## src/rtl/fifo_rd_stream.sv

```systemverilog
// fifo_rd_stream: show-ahead FIFO read side to valid/ready stream with burst framing.
// Optional statistics ports are enabled by defining FIFO_RD_STREAM_STATS_EN.
module fifo_rd_stream #(
    parameter int DSIZE     = 16,
    parameter int BURST_LEN = 8
) (
    input  logic             rd_clk,
    input  logic             rd_resetn,
    input  logic [DSIZE-1:0] fifo_data_i,
    input  logic             fifo_empty_i,
    output logic             fifo_rd_req_o,
    input  logic             flush_i,
    output logic [DSIZE-1:0] m_data_o,
    output logic             m_valid_o,
    input  logic             m_ready_i,
    output logic             m_last_o
`ifdef FIFO_RD_STREAM_STATS_EN
    ,
    output logic [31:0]      xfer_count_o,
    output logic [31:0]      stall_count_o
`endif
);

    typedef enum logic [1:0] {
        EMPTY = 2'd0,
        ONE   = 2'd1,
        TWO   = 2'd2
    } state_t;

    localparam int BW = 16;
    localparam logic [BW-1:0] BEAT_MAX = BW'(BURST_LEN - 1);

    state_t           state_q;
    state_t           state_d;
    logic [DSIZE-1:0] head_q;
    logic [DSIZE-1:0] tail_q;
    logic [BW-1:0]    beat_q;
    logic             pop;
    logic             hs;

    // Pop depends only on FIFO flag, registered occupancy, flush and reset.
    assign pop = rd_resetn && !fifo_empty_i && (state_q != TWO) && !flush_i;
    assign hs  = m_valid_o && m_ready_i && !flush_i;

    assign fifo_rd_req_o = pop;
    assign m_valid_o     = (state_q != EMPTY);
    assign m_data_o      = head_q;
    assign m_last_o      = m_valid_o && (beat_q == BEAT_MAX);

    // Occupancy state register.
    always_ff @(posedge rd_clk or negedge rd_resetn) begin
        if (!rd_resetn) begin
            state_q <= EMPTY;
        end else begin
            state_q <= state_d;
        end
    end

    // Occupancy next state from pop/handshake combination.
    always_comb begin
        state_d = state_q;
        if (flush_i) begin
            state_d = EMPTY;
        end else begin
            unique case (state_q)
                EMPTY: begin
                    if (pop) state_d = ONE;
                end
                ONE: begin
                    if (pop && !hs) state_d = TWO;
                    else if (hs && !pop) state_d = EMPTY;
                end
                TWO: begin
                    if (hs) state_d = ONE;
                end
                default: state_d = EMPTY;
            endcase
        end
    end

    // Two-entry in-order buffer: head is the stream word, tail is the spare.
    always_ff @(posedge rd_clk or negedge rd_resetn) begin
        if (!rd_resetn) begin
            head_q <= '0;
            tail_q <= '0;
        end else if (!flush_i) begin
            unique case (state_q)
                EMPTY: begin
                    if (pop) head_q <= fifo_data_i;
                end
                ONE: begin
                    if (pop && hs) head_q <= fifo_data_i;
                    else if (pop) tail_q <= fifo_data_i;
                end
                TWO: begin
                    if (hs) head_q <= tail_q;
                end
                default: ;
            endcase
        end
    end

    // Beat position within the current burst.
    always_ff @(posedge rd_clk or negedge rd_resetn) begin
        if (!rd_resetn) begin
            beat_q <= '0;
        end else if (flush_i) begin
            beat_q <= '0;
        end else if (hs) begin
            if (beat_q == BEAT_MAX) beat_q <= '0;
            else beat_q <= beat_q + 16'd1;
        end
    end

`ifdef FIFO_RD_STREAM_STATS_EN
    // Saturating handshake and stall counters.
    always_ff @(posedge rd_clk or negedge rd_resetn) begin
        if (!rd_resetn) begin
            xfer_count_o  <= '0;
            stall_count_o <= '0;
        end else if (flush_i) begin
            xfer_count_o  <= '0;
            stall_count_o <= '0;
        end else begin
            if (hs && xfer_count_o != 32'hFFFF_FFFF)
                xfer_count_o <= xfer_count_o + 32'd1;
            if (m_valid_o && !m_ready_i && stall_count_o != 32'hFFFF_FFFF)
                stall_count_o <= stall_count_o + 32'd1;
        end
    end
`endif

endmodule

```

## config.mk

```make
export PLATFORM = sky130hd
export DESIGN_NAME = fifo_rd_stream
export DESIGN_NICKNAME = d
export VERILOG_FILES = /design/src/rtl/fifo_rd_stream.sv
export SDC_FILE = /design/constraint.sdc
export NUM_CORES = 1
export LEC_CHECK = 0
export ABC_AREA = 0
export CAP_MARGIN = 20
export CORE_AREA = 2 2 70 85
export CTS_CLUSTER_SIZE = 28
export DETAILED_ROUTE_END_ITERATION = 6
export DIE_AREA = 0 0 72 87
export PLACE_DENSITY_LB_ADDON = 0.05
export SLEW_MARGIN = 30
export SYNTH_ARGS = -nofsm -noshare
export SYNTH_HDL_FRONTEND = slang
export SYNTH_SLANG_ARGS = --single-unit
export TNS_END_PERCENT = 20
```

## constraint.sdc

```tcl
create_clock -name rd_clk -period 2.01 [get_ports rd_clk]
set_clock_uncertainty 0.05 [all_clocks]
set_input_delay 0.603 -clock rd_clk [delete_from_list [all_inputs] [get_ports rd_clk]]
set_output_delay 0.603 -clock rd_clk [all_outputs]
set_load 0.005 [all_outputs]
```

### Word level (Yosys, flattened, before mapping)

Cells that the tools add are included.

* add/sub/neg operators: 1
* multiply operators: 0
* divide/modulo/power cells: 0
* magnitude comparators: 0
* eq/ne operators: 10
* shifts and indexed selects: 0
* multiplexer cells: 13
* bitwise logic cells: 2
* reductions and logical operators: 20

Operator list (count)
* $mux 16: 6
* $pmux 16 s3: 1
* $add 16x1->16 const B: 1
* $eq 16x3->1 const B: 1
* $mux 2: 5
* $logic_and 1x1->1: 9
* $ne 2x2->1 const B: 4
* $ne 3x3->1 const B: 2
* $pmux 2 s3: 1
* $reduce_and 5->1: 1
* $logic_not 1->1: 4
* $ne 4x4->1 const B: 1
* $reduce_and 4->1: 1
* $reduce_bool 2->1: 2
* $reduce_and 3->1: 1
* $reduce_bool 3->1: 1
* $eq 2x1->1 const B: 1
* $eq 2x2->1 const B: 1
* $logic_not 2->1: 1
* $not 1->1: 2

* register bits after elaboration: 50
* bits in latches: 0
* bits in writable memories: 0
* memory bits (read-only): 0
* input bits: 21
* output and inout port bits: 19
* word-level logic and storage cells: 50
* memories kept: 0

### Logic depth before layout (Yosys ltp)

Gate-level depths: netlist of run 1.

* depth in word-level cells: 10
* depth in mapped cells: 6
* depth with buffers taken out: 5

### Worst setup path before layout of run 1

OpenSTA, ideal clock, no wires.

* kind: input to register
* start: input fifo_empty_i
* end: register head_q[0] (netlist: m_data_o[0])
* library setup time: 0.125 ns
* arrival time: 1.924 ns
* data required time: 1.835 ns
* slack: -0.089 ns
* stages: 5
* path buffers: 1
* cell sequence: nand2b_1 -> or3_1 -> a21oi_4 -> buf_6 -> mux2_2

* longest elaborated chain between the ends: 7
* elaborated cells between the ends (all ways): 8
* classes of those cells: eq/ne (2); reduce/logical (6)

Ends and longest elaborated chain
* start: declaration: line 10 `input logic fifo_empty_i,`
* $logic_not 1->1 (*): line 42 `assign pop = rd_resetn && !fifo_empty_i && (state_q != TWO) && !flush_i;`
* $logic_and 1x1->1 (*) (3 in a row): line 42
* $logic_and 1x1->1: line 92 `if (pop && hs) head_q <= fifo_data_i;`
* $ne 2x2->1 (no source line)
* $reduce_and 5->1 (no source line) (*)
* end signal: assignment: line 89 `if (pop) head_q <= fifo_data_i;`
* end signal: assignment: line 92
* end signal: assignment: line 96 `if (hs) head_q <= tail_q;`
* end: declaration: line 35 `logic [DSIZE-1:0] head_q;`

Mark *: on every way between the ends. The rest lies on a longest branch, timed or not.
A chain may end at the register's enable or synchronous reset.

### Worst setup path after layout of run 1

* start: register beat_q[13]
* end: output m_last_o

* longest elaborated chain between the ends: 2

Ends and longest elaborated chain
* start: declaration: line 37 `logic [BW-1:0] beat_q;`
* start signal: assignment: line 111 `else beat_q <= beat_q + 16'd1;`
* $eq 16x3->1: line 48 `assign m_last_o = m_valid_o && (beat_q == BEAT_MAX);`
* $logic_and 1x1->1: line 48
* end: declaration: line 16 `output logic m_last_o`

No other way between the ends.

==> results.yml, run 1 <==
global_route:
  grt_max_degree: 51
  grt_pass1_wl_um: 9360
  grtUsageTotal_pct: 19.3
  overflow: 0
  grt_antenna_before_repair: 0
  grt_pass1_vias: 1979
critical_path:
  crit_slowest_cell: "dfrtp_1"
  cp_top_family: "simple AND/OR/NAND/NOR gates"
  path_cells: "nor4_1, nand4_1, nor2b_1, buf_2"
  critPathBufInv: 1
  crit_arrival_ns: 1.51
  critPathLaunchType: "flop"
  critPathKind: "flop to output pin"
  slowest_delay_ns: 0.40
  endpoint_kind: "output pin"
  critPathMaxFanout: 2
  cp.required_ns: 1.36
floorplan:
  ioPinCount: 40
  rows: 30
  initial_core_util_pct: 46.4
  core_area_um2: 5520
  die_area_um2: 6260
  die_y_um: 87
  die_x_um: 72
placement:
  port_buffers: 39
  hpwl_um: 3780
  routabilityCongestion: 0.844
  dpl_cell_area_um2: 3290
  placed_cells: 346
routing:
  vias_per_cell: 5.64
  wl_um: 5660
  route.detailed.drc: 0
  ant_nets: 0
  vias: 2026
  wl_per_cell_um: 15.8
  drtIter0Drc: 118
  drtPass1Iterations: 4
sta:
  max_slew.worst_pin.slew_ns: 0.634
  period_needed_ns: 2.16
  setup_viol: 2
  fmax_mhz: 462
  timing.final.crit_share_pct: 108
  rsz0062_at_grt: "yes"
  slew_violations: 0
  whs_ns: 0.402
  slew_headroom_pct: 57.7
  hold_viol: 0
  fin_ws_ns: -0.153
  tns_ns: -0.169
hold_path:
  hp-class: "primary input to asynchronous set/reset pin"
finish:
  area_delta_synth_final_pct: 36.3
  diodes: 0
  utilization_pct: 63.2
  fill_cells: 447
  fin_cells: 359
  nets: 316
  drive_above_1_share_pct: 38.0
  fin_area_um2: 3490
  layout.area.seq_um2: 1250
  multi_input_area_um2: 1250
status:
  status: "complete, but fails checks"
  violations: "negative setup slack"
yosys:
  yosysSeqAreaShare_pct: 48.9
  syn_nets: 238
  synth_cell_types: 43
  yosys_warnings: 0
  syn_avg_cell_area_um2: 11.8
  syn_area_um2: 2560
  synth_seq_cells: 50
  synthCells: 216
clock_network:
  cts_tree: "done"
  clock_latency_ns: 0.30
  cts.clk_slew.worst_paths_ns: 0.09
  cts_sinks: 50
  cts_root_buffer: "clkbuf_8"
  htreeDepth: 2
  cts_buffers: 5
  cts_max_path_buffers: 2
power_and_ir_drop:
  leakage_nw: 1.53
  irDropWorstVdd_mv: 0.309
  pwr_density_cell_nw_per_um2: 659
job:
  cap_violations: 0
[flip-flops by register name (all words and copies together), names as in the netlist]
name and flops:
beat_q 16, state_q 2, m_data_o 16, tail_q 16
[what timing repair did]
item                                    4_1_cts  5_1_grt
gates cloned                                  2        0
pin swaps                                     2        0
hold endpoints to repair                      0        0
buffers inserted                              3        0
endpoints found under the setup margin       35        3
hold buffers                                  0        0
gates resized for setup                      16        3
[cell usage in the layout, fill, tap and decap left out, drive strengths merged, types with 2 or more instances in the layout]
cell	Yosys	routed
nand3	13	13
dfrtp	50	50
inv	3	3
or3	2	2
nor3	3	3
mux2i	2	2
o21ai	4	4
clkdlybuf4s50	0	32
nand2	14	14
mux2	48	48
a31oi	18	18
nor2	5	5
buf	8	44
o211ai	5	5
or4	3	3
dlygate4sd2	0	4
nand4	4	4
bufbuf	0	2
clkinv	0	2
nand3b	2	2
nand2b	2	2
clkbuf	3	5
nor4	7	7
a21oi	2	2
nor2b	2	2
[cell families (layout without fill, tap and decap cells)]
family	after synthesis	in the layout	synth area share, %
DFF	50	50	48.9
buffers and inverters	14	93	3.47
adders and majority gates	1	1	0.489
AOI/OAI and AO/OA	37	37	10.1
muxes	50	50	23.2
and+or+nand+nor	64	64	13.8
[power breakdown]
part	internal, mW	total (mW)	switching [mW]	leakage (nW)
Clock	0.245	0.586	0.341	0.0441
Sequential	1.15	1.21	0.0674	0.649
Combinational	0.346	0.498	0.152	0.837
[area by class of cell]
cell class                 count  area share [%]
inverter                       3           0.323
tap                           64            2.30
multi-input combinational    152            36.0
sequential                    50            35.9
clock buffer                   5            1.97
timing repair buffer          82            23.0
clock inverter                 3           0.610
[per-layer routing]
metal / wire (um) / vias to the layer above / track usage, %
met5: 0 / - / 0
met4: 82 / 0 / 9.61
met3: 258 / 7 / 3.24
met2: 2770 / 44 / 31.4
met1: 2550 / 986 / 24.8
li1: - / 989 / -
[final timing paths]
path                                             start                      to  slack (ns)  depth (start not counted)
worst min register to register   tail_q[6]$_DFFE_PN0P_   tail_q[6]$_DFFE_PN0P_        0.46                          1
max in group asynchronous                    rd_resetn   tail_q[0]$_DFFE_PN0P_        1.08                          2
worst min-delay path                         rd_resetn  state_q[0]$_DFFE_PN0P_        0.40                          2
min in group rd_clk              tail_q[6]$_DFFE_PN0P_   tail_q[6]$_DFFE_PN0P_        0.46                          1
worst max-delay path            beat_q[13]$_DFFE_PN0P_                m_last_o       -0.15                          4
worst max register to register  state_q[0]$_DFFE_PN0P_   tail_q[7]$_DFFE_PN0P_        0.08                          5
[cell usage after synthesis]
cell type	count	share of area (%)
dfrtp_1	50	49
mux2_2	39	17
a31oi_1	18	4.4
nand2_1	14	2.1
nand3_1	13	2.5
mux2_4	9	5.3
nor4_1	7	1.7
nor2_1	5	0.73
o211ai_1	5	1.5
buf_2	4	0.78
nand4_1	4	0.98
o21ai_0	4	0.78
clkbuf_1	3	0.44
inv_1	3	0.44
nor3_1	3	0.59
or4_1	3	0.88
buf_6	2	0.88
mux2i_1	2	0.78
nand2b_1	2	0.49
nand3b_1	2	0.59
or3_1	2	0.49
a21oi_1	1	0.20
a21oi_4	1	0.64
a32o_1	1	0.39
a41oi_1	1	0.34
and2_1	1	0.24
and2b_2	1	0.34
and3_1	1	0.24
buf_1	1	0.15
buf_12	1	0.78
ha_1	1	0.49
nand4b_1	1	0.34
nor2b_1	1	0.24
nor2b_2	1	0.34
nor4bb_1	1	0.39
o21a_1	1	0.29
o22a_1	1	0.34
o22ai_1	1	0.24
o311ai_0	1	0.34
o31a_1	1	0.34
o31ai_1	1	0.29
or2_2	1	0.24
or4b_1	1	0.39
[per-stage QoR]
step	total power, mW	setup slack, ns
2_1_floorplan	1.44	-0.0422
3_3_place_gp	1.72	-0.439
3_5_place_dp	1.74	-0.460
4_1_cts	2.34	-0.180
5_1_grt	2.43	-0.286
6_report	2.30	-0.153
Note: power is estimated with default switching activity, not from simulation.
==> inputs of run 2 (changes only) <==
- CAP_MARGIN: 20 -> 10
- CTS_CLUSTER_DIAMETER: default -> 150
==> results of run 2 <==
Same layout as run 1: the final DEF is identical, and so are final timing and power.
